### src/rtl/aes_req_arbiter_pkg.sv
// Shared types and constants for the AES request arbiter slice.
package aes_arb_pkg;

  typedef enum logic [1:0] {
    IDLE = 2'd0,
    WAIT = 2'd1,
    RESP = 2'd2
  } arb_state_e;

  localparam int   BLOCK_W  = 128;
  localparam logic MODE_ENC = 1'b1;
  localparam logic MODE_DEC = 1'b0;

  function automatic int key_w(input int nk);
    return 32 * nk;
  endfunction

endpackage

### src/rtl/aes_req_arbiter_rr_arbiter.sv
// Combinational round-robin picker: first set request at or above ptr_i, wrapping.
module rr_arbiter #(
  parameter  int NUM_REQ = 2,
  localparam int IDX_W   = (NUM_REQ > 1) ? $clog2(NUM_REQ) : 1
) (
  input  logic [NUM_REQ-1:0] req_i,
  input  logic [IDX_W-1:0]   ptr_i,
  output logic [NUM_REQ-1:0] gnt_o,
  output logic [IDX_W-1:0]   idx_o,
  output logic               any_o
);

  always_comb begin
    int j;
    logic [IDX_W-1:0] sel;
    gnt_o = '0;
    idx_o = '0;
    any_o = 1'b0;
    j     = 0;
    sel   = '0;
    for (int k = 0; k < NUM_REQ; k++) begin
      j = int'(ptr_i) + k;
      if (j >= NUM_REQ) j = j - NUM_REQ;
      sel = IDX_W'(j);
      if (!any_o && req_i[sel]) begin
        any_o      = 1'b1;
        gnt_o[sel] = 1'b1;
        idx_o      = sel;
      end
    end
  end

endmodule

### src/rtl/aes_req_arbiter.sv
// Round-robin front end sharing one AES enc/dec core pair among NUM_REQ requesters.
// Optional AES_ARB_PERF_EN adds a saturating 16-bit completed-operation counter (op_count).
module aes_req_arbiter
  import aes_arb_pkg::*;
#(
  parameter  int NUM_REQ  = 2,
  parameter  int Nk       = 4,
  parameter  int CORE_LAT = 2,
  localparam int KEY_W    = key_w(Nk)
) (
  input  logic                       clk,
  input  logic                       rst,
  input  logic [NUM_REQ-1:0]         req_valid,
  output logic [NUM_REQ-1:0]         req_ready,
  input  logic [NUM_REQ-1:0]         req_mode,
  input  logic [BLOCK_W*NUM_REQ-1:0] req_data,
  input  logic [KEY_W*NUM_REQ-1:0]   req_key,
  output logic [BLOCK_W-1:0]         core_data,
  output logic [KEY_W-1:0]           core_key,
  input  logic [BLOCK_W-1:0]         core_enc,
  input  logic [BLOCK_W-1:0]         core_dec,
  output logic [NUM_REQ-1:0]         rsp_valid,
  input  logic [NUM_REQ-1:0]         rsp_ready,
  output logic [BLOCK_W-1:0]         rsp_data,
  output logic                       busy
`ifdef AES_ARB_PERF_EN
  ,output logic [15:0]               op_count
`endif
);

  localparam int IDX_W = (NUM_REQ > 1) ? $clog2(NUM_REQ) : 1;
  localparam int CNT_W = (CORE_LAT > 1) ? $clog2(CORE_LAT) : 1;

  arb_state_e         state_q, state_d;
  logic [IDX_W-1:0]   ptr_q, g_q;
  logic [CNT_W-1:0]   cnt_q;
  logic               mode_q;
  logic [BLOCK_W-1:0] data_q, rsp_q;
  logic [KEY_W-1:0]   key_q;

  logic [NUM_REQ-1:0] gnt;
  logic [IDX_W-1:0]   gnt_idx, ptr_nxt;
  logic               gnt_any;
  logic               accept, done, hs;

  rr_arbiter #(.NUM_REQ(NUM_REQ)) u_rr (
    .req_i (req_valid),
    .ptr_i (ptr_q),
    .gnt_o (gnt),
    .idx_o (gnt_idx),
    .any_o (gnt_any)
  );

  assign accept  = (state_q == IDLE) && gnt_any;
  assign done    = (state_q == WAIT) && (cnt_q == '0);
  assign hs      = (state_q == RESP) && rsp_ready[g_q];
  assign ptr_nxt = (gnt_idx == IDX_W'(NUM_REQ - 1)) ? '0 : gnt_idx + 1'b1;

  always_ff @(posedge clk or posedge rst) begin
    if (rst) state_q <= IDLE;
    else     state_q <= state_d;
  end

  always_comb begin
    state_d = state_q;
    case (state_q)
      IDLE:    if (gnt_any) state_d = WAIT;
      WAIT:    if (cnt_q == '0) state_d = RESP;
      RESP:    if (rsp_ready[g_q]) state_d = IDLE;
      default: state_d = IDLE;
    endcase
  end

  // req_ready is combinational from the picker, so it must be masked while rst is high.
  always_comb begin
    req_ready = '0;
    rsp_valid = '0;
    busy      = (state_q != IDLE);
    if (state_q == IDLE && !rst) req_ready = gnt;
    if (state_q == RESP)         rsp_valid[g_q] = 1'b1;
  end

  always_ff @(posedge clk or posedge rst) begin
    if (rst) begin
      ptr_q  <= '0;
      g_q    <= '0;
      cnt_q  <= '0;
      mode_q <= MODE_DEC;
      data_q <= '0;
      key_q  <= '0;
      rsp_q  <= '0;
    end else begin
      if (accept) begin
        data_q <= req_data[BLOCK_W*gnt_idx +: BLOCK_W];
        key_q  <= req_key[KEY_W*gnt_idx +: KEY_W];
        mode_q <= req_mode[gnt_idx];
        g_q    <= gnt_idx;
        ptr_q  <= ptr_nxt;
        cnt_q  <= CNT_W'(CORE_LAT - 1);
      end else if (state_q == WAIT) begin
        if (done) rsp_q <= (mode_q == MODE_ENC) ? core_enc : core_dec;
        else      cnt_q <= cnt_q - 1'b1;
      end
    end
  end

  assign core_data = data_q;
  assign core_key  = key_q;
  assign rsp_data  = rsp_q;

`ifdef AES_ARB_PERF_EN
  logic [15:0] ops_q;

  always_ff @(posedge clk or posedge rst) begin
    if (rst)                        ops_q <= '0;
    else if (hs && ops_q != 16'hFFFF) ops_q <= ops_q + 16'd1;
  end

  assign op_count = ops_q;
`else
  logic unused_hs;
  assign unused_hs = hs;
`endif

endmodule

### config.mk
export PLATFORM = sky130hd
export DESIGN_NAME = aes_req_arbiter
export DESIGN_NICKNAME = d
export VERILOG_FILES = /design/src/rtl/aes_req_arbiter_pkg.sv /design/src/rtl/aes_req_arbiter_rr_arbiter.sv /design/src/rtl/aes_req_arbiter.sv
export SDC_FILE = /design/constraint.sdc
export NUM_CORES = 1
export LEC_CHECK = 0
export CAP_MARGIN = 20
export CORE_AREA = 5 5 450 452
export DETAILED_ROUTE_END_ITERATION = 7
export DIE_AREA = 0 0 455 457
export PLACE_DENSITY_LB_ADDON = 0.1
export SETUP_SLACK_MARGIN = 0.02
export SLEW_MARGIN = 30
export SYNTH_ARGS = -nofsm -noshare
export SYNTH_HDL_FRONTEND = slang
export SYNTH_SLANG_ARGS = --single-unit
### constraint.sdc
create_clock -name clk -period 23.7 [get_ports clk]
set_clock_uncertainty 0.1 [all_clocks]
set_input_delay 4.74 -clock clk [delete_from_list [all_inputs] [get_ports clk]]
set_output_delay 4.74 -clock clk [all_outputs]
set_load 0.03 [all_outputs]
==> metrics.cfg, run 1 <==
[synth]
synthArstFlopShare=1.00
syn_avg_cell_area_um2=12.0
ys_types=24
syn_nets=2244
yosysMostFrequentCell=dfrtp_1
synthFlopType=dfrtp_1
yosys.area.top_type=dfrtp_1
synth_enable_flop_cells=0
yosysWarnings=0
synth.top_cell.area_share=0.552
seq_area_frac_synth=0.552
synth_common_cells=390 x dfrtp_1, 257 x a221o_1, 257 x o21a_1
syn_inst=1468
synth-seq-cells=390
syn_area_um2=17700
synth_area_leaders=dfrtp_1 55%, a221o_1 15%, o21a_1 11%

[status]
outcome=finished clean

[global_routing]
antenna_found_initial=39
grt_pass1_wl_mm=176
grt.total_usage=0.121
grt_max_degree=204
grt.overflow.total=0
grt_pass1_vias=19400

[floorplanning]
fp-row-count=164
start_util=0.0890
core_um2=198000
dieArea_um2=208000
die_h_um=457
io_pins=1165
die_x_um=455

[cts]
cts_buffers=60
post_cts.repair.setup_buffers=0
cts_tree=done
cts_sinks=390
cts_root_buf=clkbuf_16
insertion_delay_ps=680
cts-hold-fix-buffers=0
cts.clk_slew.worst_paths_ps=50
htreeDepth=2
clockBufferDepth=3
post_cts_resized=0

[route]
wl_mm=133
avgViaCountPerCell=3.39
wl_per_cell_um=25.1
dr.pass1.iters=7
drc=0
antenna_left=0
drtIter0Drc=873
num_vias=17900

[power_and_ir_drop]
power.density_nw_per_um2=140
pwr-share-comb=0.554
pwr-share-clk=0.192
intPower_mw=2.65
leakage_nw=12.9
ir_drop_uv=74.1
switching_share=0.446
seqPwrFrac=0.254
power.total_mw=4.78
switchingPower_mw=2.13

[critical_path]
required_ps=18860
crit_path_start_kind=input port
timing.rr.end=core_data[89]
path_class=in2out
reg2regPathDepth=6
path_buf_inv=5
crit_fanout=79
critPathMaxStageDelay_ps=690
crit_family=buffers and inverters
r2r-start=state_q[1]
path_cells=clkdlybuf4s50_1, inv_8, buf_4, buf_4, and2_1, clkdlybuf4s50_1
crit_slowest_cell=clkdlybuf4s50_1
arrival_ps=7670
reg2reg_slack_ps=19580
endpoint_kind=output pin
worst-path-stages=6

[timing]
rsz0062_at_grt=no
drv_slew=0
max-slew-margin-rel=0.199
setup_viol=0
fin_ws_ps=11190
max_freq_ghz=0.0799
fin_crit_sh=0.528
finalHoldViolCount=0
tightest_slew_ps=1200
tns_ps=0
min_period_ps=12510
fin_hold_ws_ps=431

[hold_path]
min_path_type=reg2reg
holdPathStages=2
min_from=rsp_data[34]
min_to=rsp_data[34]

[placed_design]
io_buffer_count=1164
pre_cts_ws_ps=11100
dp_hpwl_mm=103
finalWeightedCongestion=0.897
dp.cells=5156
postPlaceCellArea_um2=32000

[final_layout]
final_util=0.172
stdcell_area_um2=34100
fin_nets=3339
drive_gt1_frac=0.0509
stdcell_count=5286
area_growth_pct=93.0

[flow_run]
drv_cap=0

## worst register-to-register path, delay by kind of cell (launching register included)
kind,cells,cell delay (ps)
buf+inv,3,2090
simple gates,2,1060
flops,1,460
compound gates,1,350
## layer usage
layer	wire, um	up-vias	track usage
li1	-	7880	-
met1	51000	9129	0.135
met2	67500	750	0.217
met3	11700	142	0.0442
met4	2600	14	0.0274
met5	86	-	0
## flip-flops by register name, summed over array words and instances, names as in the netlist
name,flops
core_key,128
cnt_q,1
core_data,128
ptr_q,1
g_q,1
rsp_data,128
state_q,2
mode_q,1
## cell families after synthesis
logic type | after synthesis | synth area share
AO/OA/AOI/OAI | 647 | 0.293
multiplexers | 129 | 0.0731
AND/OR/NAND/NOR | 142 | 0.0324
buffers and inverters | 160 | 0.0493
flip-flops | 390 | 0.552
## layout by cell type (no fill, tap or decap), types with 2 or more instances in the layout
cell type,n
bufinv_16,4
diode_2,18
buf_6,5
clkbuf_1,13
buf_12,3
and3_4,2
clkbuf_16,60
dfrtp_1,389
a221o_1,257
clkdlybuf4s50_1,1164
a21o_1,2
inv_8,2
o21ai_0,2
o21a_1,257
clkinvlp_4,3
mux2i_1,129
a21oi_1,128
nand2_1,3
nor2_1,128
buf_4,18
clkbuf_8,13
clkinv_2,16
and2_1,2
## how the worst max path moves through the flow
stage	slack, ps	from	endpoint
3_3_place_gp	11110	rst	req_ready[0]
4_1_cts	11080	rst	req_ready[0]
6_report	11190	rst	req_ready[0]
3_5_place_dp	11100	rst	req_ready[0]
2_1_floorplan	5130	rst	req_ready[0]
5_1_grt	10930	rst	req_ready[0]
## power groups by stage
stage | clock network, mW | registers, mW | logic, mW
2_1_floorplan | 0 | 1.80 | 0.872
3_3_place_gp | 0 | 1.22 | 2.69
3_5_place_dp | 0 | 1.22 | 2.70
4_1_cts | 0.971 | 1.22 | 2.71
5_1_grt | 0.993 | 1.26 | 2.80
6_report | 0.920 | 1.21 | 2.65
## area by class of cell
| type | instances | area, um2 |
|---|---|---|
| clock buffer | 86 | 1730 |
| multi-input combinational | 918 | 7060 |
| inverter | 3 | 26.3 |
| clock inverter | 25 | 248 |
| sequential | 390 | 9760 |
| timing repair buffer | 1190 | 11900 |
| fill | 22000 | 164000 |
| tap | 2656 | 3320 |
| antenna | 18 | 45.0 |
No activity file was read; power rests on OpenSTA's default activity.
==> inputs of run 2 (changes only) <==
==> constraint.sdc (replaced) <==
create_clock -name clk -period 12.63 [get_ports clk]
set_clock_uncertainty 0.1 [all_clocks]
set_input_delay 2.526 -clock clk [delete_from_list [all_inputs] [get_ports clk]]
set_output_delay 2.526 -clock clk [all_outputs]
set_load 0.03 [all_outputs]
==> metrics.cfg, run 2 (synthesis gave the netlist of run 1 again) <==
[critical_path]
required_ps=10000  ; was 18860 ps
worst-path-stages=5  ; was 6
critPathMostFrequentCell=clkdlybuf4s50_1
critPathMaxStageDelay_ps=810  ; was 690 ps
path_buf_inv=2  ; was 5
path_cells=clkdlybuf4s50_1, nand2b_1, and3_4, and2_1, clkdlybuf4s50_1  ; was clkdlybuf4s50_1, inv_8, buf_4, buf_4, and2_1, clkdlybuf4s50_1
reg2regPathDepth=5  ; was 6
crit_fanout=68  ; was 79
arrival_ps=4940  ; was 7670 ps
crit_path_start_kind=input port  ; unchanged
path_class=in2out  ; unchanged
crit_slowest_cell=and3_4  ; was clkdlybuf4s50_1
crit_family=buffers and inverters  ; unchanged
endpoint_kind=output pin  ; unchanged

[route]
antenna_left=0  ; unchanged
drtIter0Drc=885  ; was 873
drc=0  ; unchanged
num_vias=18000  ; was 17900
dr.pass1.iters=5  ; was 7
avgViaCountPerCell=3.40  ; was 3.39
wl_mm=135  ; was 133 mm
wl_per_cell_um=25.6  ; was 25.1 um

[timing]
max_freq_ghz=0.132
rsz0062_at_grt=no  ; unchanged
fin_ws_ps=5060  ; was 11190 ps
max-slew-margin-rel=0.166  ; was 0.199
tns_ps=0  ; unchanged
fin_hold_ws_ps=424  ; was 431 ps
fin_crit_sh=0.599
finalHoldViolCount=0  ; unchanged
tightest_slew_ps=1250  ; was 1200 ps
setup_viol=0  ; unchanged
min_period_ps=7570
drv_slew=0  ; unchanged

[global_routing]
grt_max_degree=191  ; was 204
met3_usage=0.0546  ; was 0.0442
grt.total_usage=0.124  ; was 0.121
busiest_layer=met2  ; unchanged
met1_usage=0.135  ; about the same
grt_pass1_vias=19500  ; was 19400
grt_pass1_wl_mm=179  ; was 176 mm
grt.overflow.total=0  ; unchanged
antenna_found_initial=64  ; was 39
grtUsageMet2=0.211  ; was 0.217

[flow_run]
drv_cap=0  ; unchanged

[final_layout]
regArea_um2=9760  ; unchanged
area_growth_pct=93.6  ; was 93.0%
stdcell_count=5296  ; was 5286
drive_gt1_frac=0.0483  ; was 0.0509
fin_nets=3339  ; unchanged
multi_input_area_um2=7060  ; unchanged
final_util=0.172  ; about the same
fillCellCount=21900  ; was 22000
final_common_cell=clkdlybuf4s50_1  ; unchanged
stdcell_area_um2=34200  ; was 34100 um2
most-common-layout-cells=1164 x clkdlybuf4s50_1, 389 x dfrtp_1, 257 x o21a_1, 257 x a221o_1, 129 x mux2i_1  ; unchanged

[cts]
cts.clk_slew.worst_paths_ps=50  ; about the same
post_cts_resized=0  ; unchanged
insertion_delay_ps=670  ; was 680 ps
post_cts.repair.setup_buffers=0  ; unchanged
cts_buffers=60  ; unchanged
htreeDepth=2  ; unchanged
cts_root_buf=clkbuf_16  ; unchanged
clockBufferDepth=3  ; unchanged
cts_tree=done  ; unchanged
cts-hold-fix-buffers=0  ; unchanged
cts_sinks=390  ; unchanged

[floorplanning]
fp-row-count=164  ; unchanged
start_util=0.0890  ; unchanged
core_um2=198000  ; unchanged
die_x_um=455  ; unchanged
die_h_um=457  ; unchanged
dieArea_um2=208000  ; unchanged
io_pins=1165  ; unchanged

[placed_design]
io_buffer_count=1164  ; unchanged
dp.cells=5155  ; was 5156
postPlaceCellArea_um2=32100  ; was 32000 um2
dp_hpwl_mm=106  ; was 103 mm
finalWeightedCongestion=0.926  ; was 0.897
pre_cts_ws_ps=4940  ; was 11100 ps

[power_and_ir_drop]
leakage_nw=12.9  ; about the same
power.total_mw=9.00  ; was 4.78 mW
power.density_nw_per_um2=263  ; was 140 nW/um2
ir_drop_uv=144  ; was 74.1 uV

[status]
outcome=finished clean  ; unchanged

[hold_path]
holdPathStages=2  ; unchanged
min_path_type=reg2reg  ; unchanged

-- run 2: final cells by class --
cell class / count / area share
Antenna cell: 34 / 0.00249
Clock buffer: 90 / 0.0519
Clock inverter: 15 / 0.00571
Inverter: 3 / 0.000658
Multi-Input combinational cell: 918 / 0.206
Sequential cell: 390 / 0.285
Tap cell: 2656 / 0.0971
Timing Repair Buffer: 1190 / 0.350
-- run 2: power breakdown --
group | total [mW] | switching (mW) | internal, mW
Combinational | 4.99 | 2.91 | 2.08
Sequential | 2.27 | 0.401 | 1.87
Clock | 1.74 | 0.700 | 1.04
Total | 9.00 | 4.01 | 4.98
-- run 2: path summary, 6_finish.rpt --
| path | start | end | slack (ps) |
|---|---|---|---|
| hold / removal | rsp_data[118] | rsp_data[118] | 420 |
| min in group asynchronous | rst | core_key[60] | 2190 |
| setup / recovery | req_valid[0] | req_ready[1] | 5060 |
| hold reg to reg | rsp_data[118] | rsp_data[118] | 420 |
| max in group asynchronous | rst | mode_q | 7750 |
| setup reg to reg | state_q[1] | core_key[127] | 8460 |
-- run 2: layer usage --
| layer | share of wire | routed length, um |
|---|---|---|
| met1 | 0.38 | 50900 |
| met2 | 0.49 | 66400 |
| met5 | 0.0011 | 151 |
| met3 | 0.10 | 13600 |
| met4 | 0.033 | 4440 |
-- run 2: worst min-delay path, stage by stage (launching register included) --
cell and delay [ps]:
dfrtp_1 340, nor2_1 50, a21oi_1 100
